File: config.mk
export PLATFORM = sky130hd
export DESIGN_NAME = bcd_seq_alu_flat
export DESIGN_NICKNAME = d
export VERILOG_FILES = /design/src/rtl/bcd_seq_alu_if.sv /design/src/rtl/bcd_seq_alu.sv /design/src/flat_wrapper.sv
export SDC_FILE = /design/constraint.sdc
export NUM_CORES = 1
export LEC_CHECK = 0
export CAP_MARGIN = 15
export CORE_MARGIN = 10
export CORE_UTILIZATION = 60
export DETAILED_ROUTE_END_ITERATION = 7
export DONT_BUFFER_PORTS = 1
export HOLD_SLACK_MARGIN = 0.1
export PLACE_DENSITY = 0.86
export SYNTH_ARGS = -nofsm -noshare
export SYNTH_HDL_FRONTEND = slang
export SYNTH_SLANG_ARGS = --single-unit
export TNS_END_PERCENT = 50
File: constraint.sdc
create_clock -name clk -period 43.8 [get_ports clk]
set_clock_uncertainty 0.1 [all_clocks]
set_input_delay 4.38 -clock clk [delete_from_list [all_inputs] [get_ports clk]]
set_output_delay 4.38 -clock clk [all_outputs]
set_load 0.02 [all_outputs]
File: src/rtl/bcd_seq_alu_if.sv
// bcd_seq_alu_if: start/busy/done operand and result bundle for the BCD sequential ALU
interface bcd_seq_alu_if #(parameter int DIGIT_NUM = 8);
  logic                   start;
  logic [2:0]             operation;
  logic [4*DIGIT_NUM-1:0] operand0;
  logic                   operand0_sign;
  logic [4*DIGIT_NUM-1:0] operand1;
  logic                   operand1_sign;
  logic                   busy;
  logic                   done;
  logic [4*DIGIT_NUM-1:0] result;
  logic                   result_sign;
  logic                   flag_ov;
  logic                   flag_dz;
  logic                   flag_zero;
  modport master (
    output start, operation, operand0, operand0_sign, operand1, operand1_sign,
    input  busy, done, result, result_sign, flag_ov, flag_dz, flag_zero
  );
  modport slave (
    input  start, operation, operand0, operand0_sign, operand1, operand1_sign,
    output busy, done, result, result_sign, flag_ov, flag_dz, flag_zero
  );
endinterface

File: src/rtl/bcd_seq_alu.sv
// bcd_seq_alu: multi-cycle signed-magnitude packed-BCD add/sub/mul/div
module bcd_seq_alu #(parameter int DIGIT_NUM = 8) (
  input logic         clk,
  input logic         rst,
  bcd_seq_alu_if.slave io
);
  localparam int W  = 4 * DIGIT_NUM;
  localparam int WX = W + 4;
  localparam int IW = $clog2(DIGIT_NUM + 1);
  typedef enum logic [2:0] {IDLE, ADDSUB, MUL_SHIFT, MUL_ADD, DIV_SHIFT, DIV_SUB, FINISH} state_t;
  state_t state, state_n;
  logic [W-1:0] a_q, b_q, acc, sh;
  logic [WX-1:0] rem, ax, bx, accx, sub_m, sub_s, sum, dif;
  logic [IW-1:0] idx;
  logic [3:0] cnt;
  logic sa, sb, sgn, ov, dz, arith, lt;
  // One extra guard digit lets the top digit act as carry/borrow indicator.
  function automatic logic [WX-1:0] badd(input logic [WX-1:0] x, input logic [WX-1:0] y, input logic ci);
    logic c;
    logic [4:0] s;
    logic [WX-1:0] r;
    c = ci;
    r = '0;
    for (int i = 0; i <= DIGIT_NUM; i++) begin
      s = 5'(x[4*i+:4]) + 5'(y[4*i+:4]) + 5'(c);
      c = s > 5'd9;
      r[4*i+:4] = c ? 4'(s + 5'd6) : s[3:0];
    end
    return r;
  endfunction
  function automatic logic [WX-1:0] nine(input logic [WX-1:0] x);
    logic [WX-1:0] r;
    for (int i = 0; i <= DIGIT_NUM; i++) r[4*i+:4] = 4'd9 - x[4*i+:4];
    return r;
  endfunction
  assign ax    = {4'b0, a_q};
  assign bx    = {4'b0, b_q};
  assign accx  = {4'b0, acc};
  assign lt    = a_q < b_q;
  assign sub_m = state == DIV_SUB ? rem : lt ? bx : ax;
  assign sub_s = state == DIV_SUB ? bx : lt ? ax : bx;
  assign dif   = badd(sub_m, nine(sub_s), 1'b1);
  assign sum   = badd(state == MUL_ADD ? accx : bx, ax, 1'b0);
  always_ff @(posedge clk) state <= rst ? IDLE : state_n;
  always_comb begin
    state_n = state;
    case (state)
      IDLE:      state_n = !io.start ? IDLE : io.operation == 3'b010 ? MUL_SHIFT :
                           (io.operation == 3'b011 && io.operand1 != '0) ? DIV_SHIFT : ADDSUB;
      ADDSUB:    state_n = FINISH;
      MUL_SHIFT: state_n = idx == '0 ? FINISH : sh[W-1-:4] != 4'd0 ? MUL_ADD : MUL_SHIFT;
      MUL_ADD:   state_n = cnt == 4'd1 ? MUL_SHIFT : MUL_ADD;
      DIV_SHIFT: state_n = idx == '0 ? FINISH : DIV_SUB;
      DIV_SUB:   state_n = rem >= bx ? DIV_SUB : DIV_SHIFT;
      default:   state_n = IDLE;
    endcase
  end
  always_ff @(posedge clk) begin
    if (rst) begin
      io.busy <= 1'b0;
      io.done <= 1'b0;
      io.result <= '0;
      io.result_sign <= 1'b0;
      io.flag_ov <= 1'b0;
      io.flag_dz <= 1'b0;
      io.flag_zero <= 1'b0;
      a_q <= '0;
      b_q <= '0;
      acc <= '0;
      sh <= '0;
      rem <= '0;
      idx <= '0;
      cnt <= '0;
      sa <= 1'b0;
      sb <= 1'b0;
      sgn <= 1'b0;
      ov <= 1'b0;
      dz <= 1'b0;
      arith <= 1'b0;
    end else begin
      io.done <= 1'b0;
      case (state)
        IDLE: if (io.start) begin
          a_q <= io.operand0;
          b_q <= io.operand1;
          sa <= io.operand0_sign;
          sb <= io.operand1_sign ^ (io.operation == 3'b001);
          sgn <= io.operand0_sign ^ io.operand1_sign;
          arith <= io.operation[2:1] == 2'b00;
          acc <= '0;
          rem <= '0;
          idx <= IW'(DIGIT_NUM);
          sh <= io.operation[0] ? io.operand0 : io.operand1;
          dz <= io.operation == 3'b011 && io.operand1 == '0;
          ov <= io.operation[2] || (io.operation == 3'b011 && io.operand1 == '0);
          io.busy <= 1'b1;
        end
        ADDSUB: if (arith) begin
          acc <= sa == sb ? sum[W-1:0] : dif[W-1:0];
          ov <= sa == sb && sum[WX-1-:4] != 4'd0;
          sgn <= sa ^ (sa != sb && lt);
        end
        MUL_SHIFT: if (idx != '0) begin
          acc <= acc << 4;
          ov <= ov | (acc[W-1-:4] != 4'd0);
          cnt <= sh[W-1-:4];
          sh <= sh << 4;
          idx <= idx - IW'(1);
        end
        MUL_ADD: begin
          acc <= sum[W-1:0];
          ov <= ov | (sum[WX-1-:4] != 4'd0);
          cnt <= cnt - 4'd1;
        end
        DIV_SHIFT: if (idx != '0) begin
          rem <= {rem[W-1:0], sh[W-1-:4]};
          acc <= acc << 4;
          sh <= sh << 4;
          idx <= idx - IW'(1);
        end
        DIV_SUB: if (rem >= bx) begin
          rem <= dif;
          acc <= acc + W'(1);
        end
        FINISH: begin
          io.result <= acc;
          io.result_sign <= sgn & (acc != '0);
          io.flag_zero <= acc == '0;
          io.flag_ov <= ov;
          io.flag_dz <= dz;
          io.done <= 1'b1;
          io.busy <= 1'b0;
        end
        default: ;
      endcase
    end
  end
endmodule

File: src/flat_wrapper.sv
// flat-port wrapper written by rule: the top's interface ports become plain ports
module bcd_seq_alu_flat 
#(parameter int DIGIT_NUM = 8)
  (clk, rst, io_start, io_operation, io_operand0, io_operand0_sign, io_operand1, io_operand1_sign, io_busy, io_done, io_result, io_result_sign, io_flag_ov, io_flag_dz, io_flag_zero);
  bcd_seq_alu_if #(.DIGIT_NUM(DIGIT_NUM)) io_i ();
  input logic clk;
  input logic rst;
  input wire logic [$bits(io_i.start)-1:0] io_start;
  input wire logic [$bits(io_i.operation)-1:0] io_operation;
  input wire logic [$bits(io_i.operand0)-1:0] io_operand0;
  input wire logic [$bits(io_i.operand0_sign)-1:0] io_operand0_sign;
  input wire logic [$bits(io_i.operand1)-1:0] io_operand1;
  input wire logic [$bits(io_i.operand1_sign)-1:0] io_operand1_sign;
  output wire logic [$bits(io_i.busy)-1:0] io_busy;
  output wire logic [$bits(io_i.done)-1:0] io_done;
  output wire logic [$bits(io_i.result)-1:0] io_result;
  output wire logic [$bits(io_i.result_sign)-1:0] io_result_sign;
  output wire logic [$bits(io_i.flag_ov)-1:0] io_flag_ov;
  output wire logic [$bits(io_i.flag_dz)-1:0] io_flag_dz;
  output wire logic [$bits(io_i.flag_zero)-1:0] io_flag_zero;
  assign io_i.start = io_start;
  assign io_i.operation = io_operation;
  assign io_i.operand0 = io_operand0;
  assign io_i.operand0_sign = io_operand0_sign;
  assign io_i.operand1 = io_operand1;
  assign io_i.operand1_sign = io_operand1_sign;
  assign io_busy = io_i.busy;
  assign io_done = io_i.done;
  assign io_result = io_i.result;
  assign io_result_sign = io_i.result_sign;
  assign io_flag_ov = io_i.flag_ov;
  assign io_flag_dz = io_i.flag_dz;
  assign io_flag_zero = io_i.flag_zero;
  bcd_seq_alu #(.DIGIT_NUM(DIGIT_NUM)) u_core (.clk(clk), .rst(rst), .io(io_i));
endmodule
# Yosys cells after proc, flatten, opt, wreduce, memory -nomap -nowiden
# Cells that the tools add are included.
dict set report word_totals {
  regBits 219
  input_bits 72
  output_inout_bits 38
}
dict set report op_classes {
  n_addsub 64
  magnitude_cmp 20
  eq_ne 18
  mux 61
  n_bitwise 6
  n_reduce_logical 32
}
# operator n
set ops {}
lappend ops {{32-bit 2-to-1 mux} 11}
lappend ops {{36-bit 2-to-1 mux} 5}
lappend ops {{32-bit case mux with 5 select lines} 1}
lappend ops {{36-bit case mux with 3 select lines} 1}
lappend ops {{5-bit by 4-bit greater-than comparator with 1-bit output (second input constant)} 18}
lappend ops {{4-bit by 4-bit adder with 5-bit output} 17}
lappend ops {{4-bit 2-to-1 mux} 21}
lappend ops {{5-bit by 1-bit adder with 5-bit output} 15}
lappend ops {{4-bit by 3-bit adder with 4-bit output (second input constant)} 18}
lappend ops {{32-bit logical NOT} 2}
lappend ops {{32-bit case mux with 2 select lines} 1}
lappend ops {{32-bit nonzero test} 2}
lappend ops {{36-bit by 32-bit >= comparator with 1-bit output} 1}
lappend ops {{4-bit subtractor (first input constant)} 9}
lappend ops {{32-bit by 1-bit adder with 32-bit output (second input constant)} 1}
lappend ops {{32-bit less-than comparator} 1}
lappend ops {{4-bit nonzero test} 5}
lappend ops {{3-bit case mux with 6 select lines} 1}
lappend ops {{4-bit case mux with 2 select lines} 2}
lappend ops {{3-bit by 2-bit == test with 1-bit output (second input constant)} 4}
lappend ops {{3-bit 2-to-1 mux} 4}
lappend ops {{1-bit 2-to-1 mux} 10}
lappend ops {{3-bit == test (second input constant)} 3}
lappend ops {{2-bit by 1-bit inequality test with 1-bit output (second input constant)} 4}
lappend ops {{27 further kinds} 44}

# Logic depth before layout (Yosys ltp)
# Gate-level depths: netlist of the first run.
dict set report logic_depth {
  word_depth 26
  mapped_depth 78
  mapped_depth_nobuf 76
}

# Worst setup path before layout of the first run
# No wires, ideal clock.
dict set report synth_timing {
  path_type {reg-to-reg}
  from {reg u_core.b_q[1]}
  to {reg u_core.rem[33]}
  arrival_time_ns 15.820
  t_required_ns 43.614
  slack_ns 27.795
  stages_incl_launch_ff 73
  synth_period_minus_slack_ns 16.005
  cell_sequence {dfxtp_1 -> buf_2 -> inv_1 -> ha_1 -> a2111oi_0 -> o21ai_0 -> a21o_1 -> a21oi_1 -> buf_4 -> nand2_1 -> buf_2 -> mux2i_1 -> ha_1 -> ha_1 -> or2_2 -> o31a_1 -> a21oi_1 -> o31ai_2 -> [... 37 more ...] -> inv_1 -> fa_1 -> fa_1 -> a21o_1 -> a21o_1 -> a21oi_1 -> ha_1 -> inv_1 -> ha_1 -> xor2_1 -> ha_1 -> inv_1 -> o21ai_0 -> o21ai_0 -> o21a_1 -> o21ai_0 -> a22oi_1 -> a211oi_1}
}
dict set report synth_between {
  elab_chain_cells 26
  elab_cells_between_ends 46
  classes_between {add/sub: 26; order compare: 11; eq/ne: 1; mux: 7; reduce/logical: 1}
}
# item line_no
set synth_lines {}
lappend synth_lines {{from (decl)} bcd_seq_alu.sv:12} ;# logic [W-1:0] a_q, b_q, acc, sh;
lappend synth_lines {{from (signal assigned)} bcd_seq_alu.sv:85} ;# b_q <= io.operand1;
lappend synth_lines {{32-bit less-than comparator} bcd_seq_alu.sv:39} ;# assign lt = a_q < b_q;
lappend synth_lines {{32-bit 2-to-1 mux} bcd_seq_alu.sv:41} ;# assign sub_s = state == DIV_SUB ? bx : lt ? ax : bx;
lappend synth_lines {{36-bit 2-to-1 mux} bcd_seq_alu.sv:41}
lappend synth_lines {{4-bit subtractor} bcd_seq_alu.sv:33} ;# for (int i = 0; i <= DIGIT_NUM; i++) r[4*i+:4] = 4'd9 - x[4*i+:4];
lappend synth_lines {{4-bit by 4-bit adder with 5-bit output} bcd_seq_alu.sv:25} ;# s = 5'(x[4*i+:4]) + 5'(y[4*i+:4]) + 5'(c);
lappend synth_lines {{5-bit by 1-bit adder with 5-bit output} bcd_seq_alu.sv:25}
lappend synth_lines {{5-bit by 4-bit greater-than comparator with 1-bit output} bcd_seq_alu.sv:26} ;# c = s > 5'd9;
lappend synth_lines {{5-bit by 1-bit adder with 5-bit output} bcd_seq_alu.sv:25}
lappend synth_lines {{[... 10 more ...]} --}
lappend synth_lines {{5-bit by 4-bit greater-than comparator with 1-bit output} bcd_seq_alu.sv:26}
lappend synth_lines {{5-bit by 1-bit adder with 5-bit output} bcd_seq_alu.sv:25}
lappend synth_lines {{5-bit by 4-bit greater-than comparator with 1-bit output} bcd_seq_alu.sv:26}
lappend synth_lines {{5-bit by 1-bit adder with 5-bit output} bcd_seq_alu.sv:25}
lappend synth_lines {{4-bit by 3-bit adder with 4-bit output / 5-bit by 4-bit greater-than comparator with 1-bit output (equally long branches)} {bcd_seq_alu.sv:27, bcd_seq_alu.sv:26}}
lappend synth_lines {{4-bit 2-to-1 mux} bcd_seq_alu.sv:27} ;# r[4*i+:4] = c ? 4'(s + 5'd6) : s[3:0];
lappend synth_lines {{36-bit 2-to-1 mux} bcd_seq_alu.sv:121} ;# DIV_SUB: if (rem >= bx) begin
lappend synth_lines {{36-bit case mux with 3 select lines} bcd_seq_alu.sv:82} ;# case (state)
lappend synth_lines {{to (signal assigned)} bcd_seq_alu.sv:116} ;# rem <= {rem[W-1:0], sh[W-1-:4]};
lappend synth_lines {{to (signal assigned)} bcd_seq_alu.sv:122} ;# rem <= dif;
lappend synth_lines {{to (decl)} bcd_seq_alu.sv:13} ;# logic [WX-1:0] rem, ax, bx, accx, sub_m, sub_s, sum, dif;
# Several ways; a longest one is shown, not always the timed one. The select of a mux whose other input is x is not followed.
# A chain may end at the register's enable or synchronous reset.

# Worst setup path after layout of the first run
dict set report layout_timing {
  from {reg u_core.b_q[29]}
  to {reg u_core.rem[33]}
}
# Same word-level chain as after synthesis.

==> results of run 1 <==
[synthesized netlist by cell type (all sizes together) (10+ instances only)]
cell type,count
mux2,35
nand2b,10
buf,43
nor2,151
a21o,41
a221oi,12
nand4,19
dfxtp,219
and3,14
clkbuf,115
a21boi,12
nand4b,19
a22o,14
mux2i,104
nor2b,28
xor2,18
nor4,20
o211ai,11
a21oi,223
fa,29
o21a,13
a31oi,41
nor3,34
a22oi,28
ha,156
nand2,341
inv,113
xnor2,37
a211oi,80
nand3,38
o221ai,11
o22ai,23
o21ai,99
[registers in the layout (all words and copies together) (netlist names), 3 cells and up]
register,count
u_core.state,3
u_core.idx,4
u_core.io.result,32
u_core.rem,36
u_core.acc,32
u_core.a_q,32
u_core.b_q,32
u_core.sh,32
u_core.cnt,4
[logic make-up after synthesis]
| family | count (synthesis) |
|---|---|
| and+or+nand+nor | 728 |
| adders and majority gates | 185 |
| DFF | 219 |
| muxes | 139 |
| buffers and inverters | 272 |
| xor gates and xnor gates | 55 |
| AOI/OAI and AO/OA | 672 |
[layer usage]
layer | global-route usage [%] | vias up
li1 | - | 7961
met1 | 43.0 | 8062
met2 | 44.8 | 1124
met3 | 9.00 | 168
met4 | 9.68 | 0
met5 | 0 | -
[critical path, delay by kind of cell (launching register included)]
family	cells	cell delay, ps
compound gates	27	6490
xor+xnor	6	1840
fa+ha+maj	22	7290
buf+inv	13	1450
flops	1	440
mux	1	400
simple gates	5	750
[final cells by class]
type                    instances  area, um2  share of cell area [%]
clock buffers                  38        797                    4.29
clock inverters                11        129                   0.694
inverters                     114        428                    2.30
multi-input cells            1779      12200                    65.7
flip-flops and latches        219       4380                    23.6
well taps                     384        480                    2.59
repair buffers                 19        155                   0.835
[through the flow]
stage	setup slack (ps)	util (%)	area (um2)	hold WS (ps)
3_3_place_gp	25780	61.1	17600	342
4_1_cts	25110	64.3	18600	361
3_5_place_dp	25110	61.1	17600	357
5_1_grt	23570	64.4	18600	388
6_report	24950	64.4	18600	361
2_1_floorplan	27790	-	17600	332
[final timing paths]
path / from / end / slack (ps)
max reg2reg: u_core.b_q[29]$_SDFFE_PP0P_ / u_core.rem[33]$_SDFFE_PP0P_ / 24950
max: u_core.b_q[29]$_SDFFE_PP0P_ / u_core.rem[33]$_SDFFE_PP0P_ / 24950
min: u_core.ov$_SDFFE_PP0P_ / u_core.io.flag_ov$_SDFFE_PP0P_ / 360
min reg2reg: u_core.ov$_SDFFE_PP0P_ / u_core.io.flag_ov$_SDFFE_PP0P_ / 360
==> flow_metrics.py, run 1 <==
metrics = {
    "floorplan": {
        "coreArea_um2": 28900,
        "ios": 110,
        "start_util_pct": 61.1,
        "die_y_um": 191,
        "rows": 62,
        "dieArea_um2": 36600,
        "die_w_um": 191,
    },
    "route": {
        "drt-met1-wl_mm": 24.2,
        "wl_per_cell_um": 22.8,
        "top_layer_used": "met4",
        "drt_wl_total_mm": 58.5,
        "viasPerCell": 6.75,
        "wl_met2_mm": 24.0,
        "wl_met3_mm": 8.18,
        "drc": 0,
        "drtIter0Drc": 2468,
        "final_antenna_net_count": 0,
        "dr.pass1.iters": 8,
        "num_vias": 17300,
    },
    "placed_design": {
        "hpwl_mm": 41.9,
        "gp_congestion": 0.977,
        "dp_cells": 2514,
        "portBuffers": 0,
    },
    "clock_network": {
        "insertion_delay_ps": 550,
        "cts-root-buf": "clkbuf_16",
        "htree_levels": 1,
        "cts_buffers": 27,
        "postCtsResizedCells": 0,
        "cts_sinks": 219,
        "clkTransAtPathRegs_ps": 60,
        "cts_buffer_depth": 3,
        "cts_hold_buf": 0,
        "postCtsSetupRepairBufs": 0,
        "cts_tree": "built",
    },
    "logic_synthesis": {
        "synth_xor_area_share_pct": 2.73,
        "seq_area_frac_synth_pct": 24.9,
        "syn-num-nets": 2527,
        "synthAdderAreaFrac_pct": 14.4,
        "yosys.area_share.simple_pct": 19.0,
        "yosys.area.top_type": "dfxtp_1",
        "synth.top_cell.area_share_pct": 24.9,
        "synthDistinctLibCells": 79,
        "ys_ff_latch": 219,
        "async_flop_share_pct": 0,
        "postSynthCellCount": 2270,
        "synth-edff-count": 0,
        "ys_top_cells_by_area": "dfxtp_1, ha_1, nand2_1, a21oi_1, mux2i_1",
        "synth_compound_area_share_pct": 24.6,
        "synth_top_family_by_area": "compound AO/OA/AOI/OAI gates",
        "synthFlopType": "dfxtp_1",
        "avgSynthCellArea_um2": 7.76,
        "yosysWarnings": 0,
        "synth_area_um2": 17600,
        "synth_mux_area_share_pct": 8.14,
    },
    "timing": {
        "final-max-slew-violation-count": 0,
        "setup_violations": 0,
        "post-route-period-util_pct": 43.0,
        "hold_viol": 0,
        "fmax_mhz": 53.1,
        "fin_crit_ps": 18850,
        "relSlewSlack_pct": 20.3,
        "tns_ps": 0,
        "rsz0062_at_grt": "false",
        "worst_slew_pin_slew_ps": 1190,
    },
    "cells_and_area": {
        "antenna_cells": 0,
        "fill_cells": 2480,
        "area_growth_pct": 5.44,
        "final_cell_mix": "nand2_1, a21oi_1, dfxtp_1",
        "fin_cells": 2564,
        "fin_nets": 2417,
        "final_common_cell": "nand2_1",
        "drive_gt1_share_pct": 6.28,
    },
    "global_routing": {
        "grt_max_degree": 198,
        "antenna_found_initial": 0,
        "overflow": 0,
        "grt_pass1_wl_mm": 91.3,
        "track_usage_pct": 30.9,
        "grt_pass1_vias": 16200,
    },
    "worst_setup_path": {
        "slowest_stage": "buf_4",
        "endpoint_kind": "register",
        "worstPathArrival_ps": 19210,
        "cpPeakStageDelay_ps": 550,
        "critPathKind": "reg2reg",
        "worstPathRequired_ps": 44160,
        "start_kind": "register",
        "r2r_cells": 74,
        "crit_fanout": 36,
        "worst_path_most_repeated_cell": "fa_1",
    },
    "run_status": {
        "status": "finished clean",
    },
    "worst_hold_path": {
        "hold_class": "reg2reg",
        "holdPathStages": 2,
    },
    "job": {
        "cap_violations": 0,
    },
}
Power of run 1 is not shown: default switching activity piles up to over one toggle a cycle in this logic, so the estimate is an artifact.
==> run 2: changes to the inputs <==
==> constraint.sdc (replaced) <==
create_clock -name clk -period 18.1 [get_ports clk]
set_clock_uncertainty 0.1 [all_clocks]
set_input_delay 1.81 -clock clk [delete_from_list [all_inputs] [get_ports clk]]
set_output_delay 1.81 -clock clk [all_outputs]
set_load 0.02 [all_outputs]
==> run 2 against run 1 <==
The flow now finishes with violations (design-rule violations). Critical path depth fell by 1. Via count grew 2.0%. Routed wire length grew 1.2%. Cell area increased by 0.90%. Final cell count up 0.51%. Setup slack worse by 24000 ps. Sequential cell count unchanged. Register-to-register slack worse by 24000 ps. Non-clock buffer count rose by 15. Sequential share of layout area fell by 0.20 points. Clock-buffer cell count fell by 1. Global-route usage fell by 0.052 points. Highest routed layer unchanged.
==> flow_metrics.py, run 2 (synthesis gave the netlist of run 1 again) <==
metrics = {
    "worst_setup_path": {
        "endpoint_kind": "register",
        "regToRegSetupSlack_ps": 810,
        "worstPathArrival_ps": 17660,
        "crit_fanout": 10,
        "slowest_stage": "dfxtp_1",
        "critPathKind": "reg2reg",
        "worst_path_most_repeated_cell": "fa_1",
        "worstPathRequired_ps": 18470,
        "r2r_cells": 73,
        "cpPeakStageDelay_ps": 500,
        "start_kind": "register",
    },
    "clock_network": {
        "cts_tree": "built",
        "cts_buffer_depth": 3,
        "postCtsSetupRepairBufs": 0,
        "cts_buffers": 26,
        "htree_levels": 1,
        "insertion_delay_ps": 550,
        "cts_sinks": 219,
        "clkTransAtPathRegs_ps": 60,
        "cts-root-buf": "clkbuf_16",
    },
    "timing": {
        "fin_crit_ps": 17290,
        "worst_slew_pin_slew_ps": 1190,
        "hold_viol": 0,
        "setup_violations": 0,
        "relSlewSlack_pct": 20.3,
        "post-route-period-util_pct": 95.5,
        "fmax_mhz": 57.8,
        "final-max-slew-violation-count": 0,
    },
    "placed_design": {
        "gp_congestion": 0.987,
        "dp_cells": 2530,
        "portBuffers": 0,
        "hpwl_mm": 42.4,
    },
    "floorplan": {
        "rows": 62,
        "die_y_um": 191,
        "coreArea_um2": 28900,
        "start_util_pct": 61.1,
        "dieArea_um2": 36600,
        "ios": 110,
        "die_w_um": 191,
    },
    "worst_hold_path": {
        "hold_class": "reg2reg",
        "holdPathStages": 2,
    },
    "global_routing": {
        "track_usage_pct": 30.8,
        "overflow": 0,
        "grt_max_degree": 198,
        "grt_pass1_wl_mm": 91.4,
        "antenna_found_initial": 0,
        "grt_pass1_vias": 16600,
    },
    "cells_and_area": {
        "largest_reg_flops": 36,
        "final_cell_mix": "nand2_1, a21oi_1, dfxtp_1",
        "antenna_cells": 0,
        "fin_cells": 2577,
        "top_register": "u_core.rem",
        "drive_gt1_share_pct": 7.39,
        "fin_nets": 2431,
        "area_growth_pct": 6.38,
        "final_common_cell": "nand2_1",
    },
    "route": {
        "wl_per_cell_um": 23.0,
        "drtIter0Drc": 2655,
        "viasPerCell": 6.85,
        "final_antenna_net_count": 0,
        "dr.pass1.iters": 8,
        "num_vias": 17700,
        "drt_wl_total_mm": 59.2,
        "drc": 1,
    },
    "run_status": {
        "violations": "design-rule violations",
        "status": "finished, violations left",
    },
    "job": {
        "cap_violations": 0,
    },
}
run 2: cell count changes in the layout (fill, tap and decap cells not counted), sizes merged:
cell      before  now
bufinv         2    3
inv          115  114
buf           19   34
clkbuf        38   37
clkinvlp       4    2
clkinv         4    5
run 2: layout make-up:
type / instances / area (um2)
Clock buffer: 37 / 773
Inverter: 114 / 428
Sequential cell: 219 / 4390
Fill cell: 2501 / 10100
Tap cell: 384 / 480
Timing Repair Buffer: 34 / 255
Multi-Input combinational cell: 1779 / 12300
Clock inverter: 10 / 134
run 2: repair_timing:
action | CTS | global route
pin swaps | 0 | 1
setup endpoints to repair | 1 | 7
hold buffers | 0 | 0
resized for setup | 1 | 18
run 2: metal layers:
layer  global-route usage [%]  vias up  routed length, um
met3                     9.40      209               8930
li1                         -     7984                  -
met5                        0        -                  0
met1                     41.3     8208              23300
met2                     45.3     1259              24600
met4                     11.9        0               2360
run 2: stage by stage:
stage / hold WS [ps] / utilization [%] / instance area [um2] / setup TNS [ps] / setup slack, ps
after CTS: 364 / 64.7 / 18700 / 0 / 1.27
after global routing: 399 / 65.0 / 18700 / -140 / -111
after global placement: 342 / 61.5 / 17800 / 0 / 620
after floorplan: 332 / - / 17600 / 0 / 2090
final: 364 / 65.0 / 18700 / 0 / 812
after detailed placement: 347 / 61.5 / 17800 / -115 / -115
run 2: final timing paths:
| check | start | endpoint |
|---|---|---|
| max | u_core.b_q[17]$_SDFFE_PP0P_ | u_core.rem[33]$_SDFFE_PP0P_ |
| max reg2reg | u_core.b_q[17]$_SDFFE_PP0P_ | u_core.rem[33]$_SDFFE_PP0P_ |
| min reg2reg | u_core.dz$_SDFFE_PP0P_ | u_core.dz$_SDFFE_PP0P_ |
| min | u_core.dz$_SDFFE_PP0P_ | u_core.dz$_SDFFE_PP0P_ |
run 2: critical path: cells and delay by family, from the launching register on:
kind | cells | cell delay (ps)
muxes | 1 | 130
adders and majority gates | 20 | 7160
buffers and inverters | 13 | 1240
DFF | 1 | 500
and+or+nand+nor | 8 | 1310
AOI/OAI and AO/OA | 26 | 5550
xor gates and xnor gates | 5 | 1230
Power of run 2 is left out for the same reason.
==> RTL edit: new RTL, config.mk and constraints of run 2 <==
The 7 states of `state_t` get a one-hot encoding in 7 bits.
--- a/src/rtl/bcd_seq_alu.sv
+++ b/src/rtl/bcd_seq_alu.sv
@@ -9,3 +9,3 @@
   localparam int IW = $clog2(DIGIT_NUM + 1);
-  typedef enum logic [2:0] {IDLE, ADDSUB, MUL_SHIFT, MUL_ADD, DIV_SHIFT, DIV_SUB, FINISH} state_t;
+  typedef enum logic [6:0] {IDLE = 7'b0000001, ADDSUB = 7'b0000010, MUL_SHIFT = 7'b0000100, MUL_ADD = 7'b0001000, DIV_SHIFT = 7'b0010000, DIV_SUB = 7'b0100000, FINISH = 7'b1000000} state_t;
   state_t state, state_n;
Formal check against the unedited RTL: same outputs for any inputs over 4 cycles, from zero or initial values and one cycle with rst high; so few cycles prove little.
==> RTL edit against run 2 <==
Count of clock-buffer cells in the layout shrank 3. Cell area is 1.6% lower. First-iteration DRC count down 15%. Sequential cell count up 4. Worst setup slack worse by 12 ps. Area after synthesis decreased by 1.6%. Wire length down 4.6%. Sequential share of layout area up 0.80 points. Synthesized cell count is 0.18% higher. Cell count down 0.16%. Critical endpoint is now u_core.rem[34]$_SDFFE_PP0P_. Highest routed layer unchanged.
==> RTL edit: results (changes against run 2) <==
antenna_found_initial: 0  # unchanged
crit_path_top_delay_cell: "fa_1"
placed_cell_area_mm2: 0.0174  # -2.0%
hpwl_mm: 41.0  # -3.2%
max_stage_delay_ps: 550  # +50 ps
clock_buffers: 34  # -8.1%
ys_seq_area_share_pct: 25.7  # +0.86 points
dieArea_mm2: 0.0361  # -1.4%
cp_top_family: "adder cells"
wirelength_mm: 56.4  # -4.6%
cp_max_fo: 5  # -5
max-slew-margin-rel_pct: 29.5  # +9.3 points
vias_per_cell: 6.62  # -3.4%
seq_area_mm2: 0.00446  # +1.8%
grt_pass1_wl_mm: 87.7  # -4.1%
synth_cell_types: 78  # -1.3%
clock_area_share_pct: 4.77  # -0.073 points
timing.final.crit_share_pct: 95.6  # about the same
rrSetupSlack_ps: 800
inverters: 100  # -12%
nFillCells: 2459  # -1.7%
synth_area_per_cell_um2: 7.63  # -1.7%
final_cells: 2573  # -0.16%
crit_path_end: "u_core.rem[34]$_SDFFE_PP0P_"
multi_input_cells: 1792  # +0.73%
port_buffers: 0  # unchanged
grt_pass1_vias: 16000  # -3.8%
nNonClkBuffers: 31  # -8.8%
grt_max_degree: 220  # +11%
drtIter0Drc: 2265  # -15%
cts_root_buf: "clkbuf_16"
pre_cts_ws_ps: -377  # -262 ps
worstPathArrival_ps: 17620  # -40 ps
placed_cells: 2524  # -0.24%
min-delay-start: "u_core.sh[5]$_SDFFE_PP0P_"
grt_use_total_pct: 29.8  # -0.99 points
place_congestion: 0.991  # +0.31%
final-nonclk-buf-share_pct: 1.37  # +0.0079 points
netlist_top_cells_area: "dfxtp_1 26%, ha_1 11%, a21oi_1 7.9%, nand2_1 7.4%, mux2i_1 6.1%"
whs_ps: 358  # -6.09 ps
r2r_start: "u_core.b_q[9]$_SDFFE_PP0P_"
cts.sinks: 223  # +1.8%
nNetsFinal: 2425  # -0.25%
status: "finished clean"
drive_gt1_share_pct: 6.21  # -1.2 points
seq_share_pct: 24.2  # +0.80 points
whs_endpoint: "u_core.sh[5]$_SDFFE_PP0P_"
multiInputGateArea_mm2: 0.0120  # -2.3%
[RTL edit: changes by cell type after synthesis, sizes merged, moves of 13 or more]
| cell | before | now |
|---|---|---|
| a21oi | 223 | 275 |
| nor2 | 151 | 198 |
| a31oi | 41 | 8 |
| a211oi | 80 | 55 |
| o211ai | 11 | 31 |
| mux2 | 35 | 18 |
| inv | 113 | 100 |
[RTL edit: repair_timing]
action | 4_1_cts | 5_1_grt
endpoints found under the hold margin | 0 | 0
pin swaps | 0 | 4
setup buffers | 0 | 5
resized for setup | 2 | 22
setup endpoints to repair | 3 | 7
[RTL edit: cells by family after synthesis]
| logic type | share of synthesized area [%] |
|---|---|
| simple gates | 21.0 |
| xor+xnor | 3.18 |
| compound gates | 22.6 |
| flops | 25.7 |
| fa+ha+maj | 14.3 |
| buf+inv | 5.87 |
| mux | 7.28 |
[RTL edit: metal layers]
metal,share of wire [%],global-route usage (%),vias up
li1,-,-,7885
met1,42,41.5,7970
met2,42,43.4,1034
met3,13,7.31,147
met4,3.4,11.3,0
met5,0,0,-
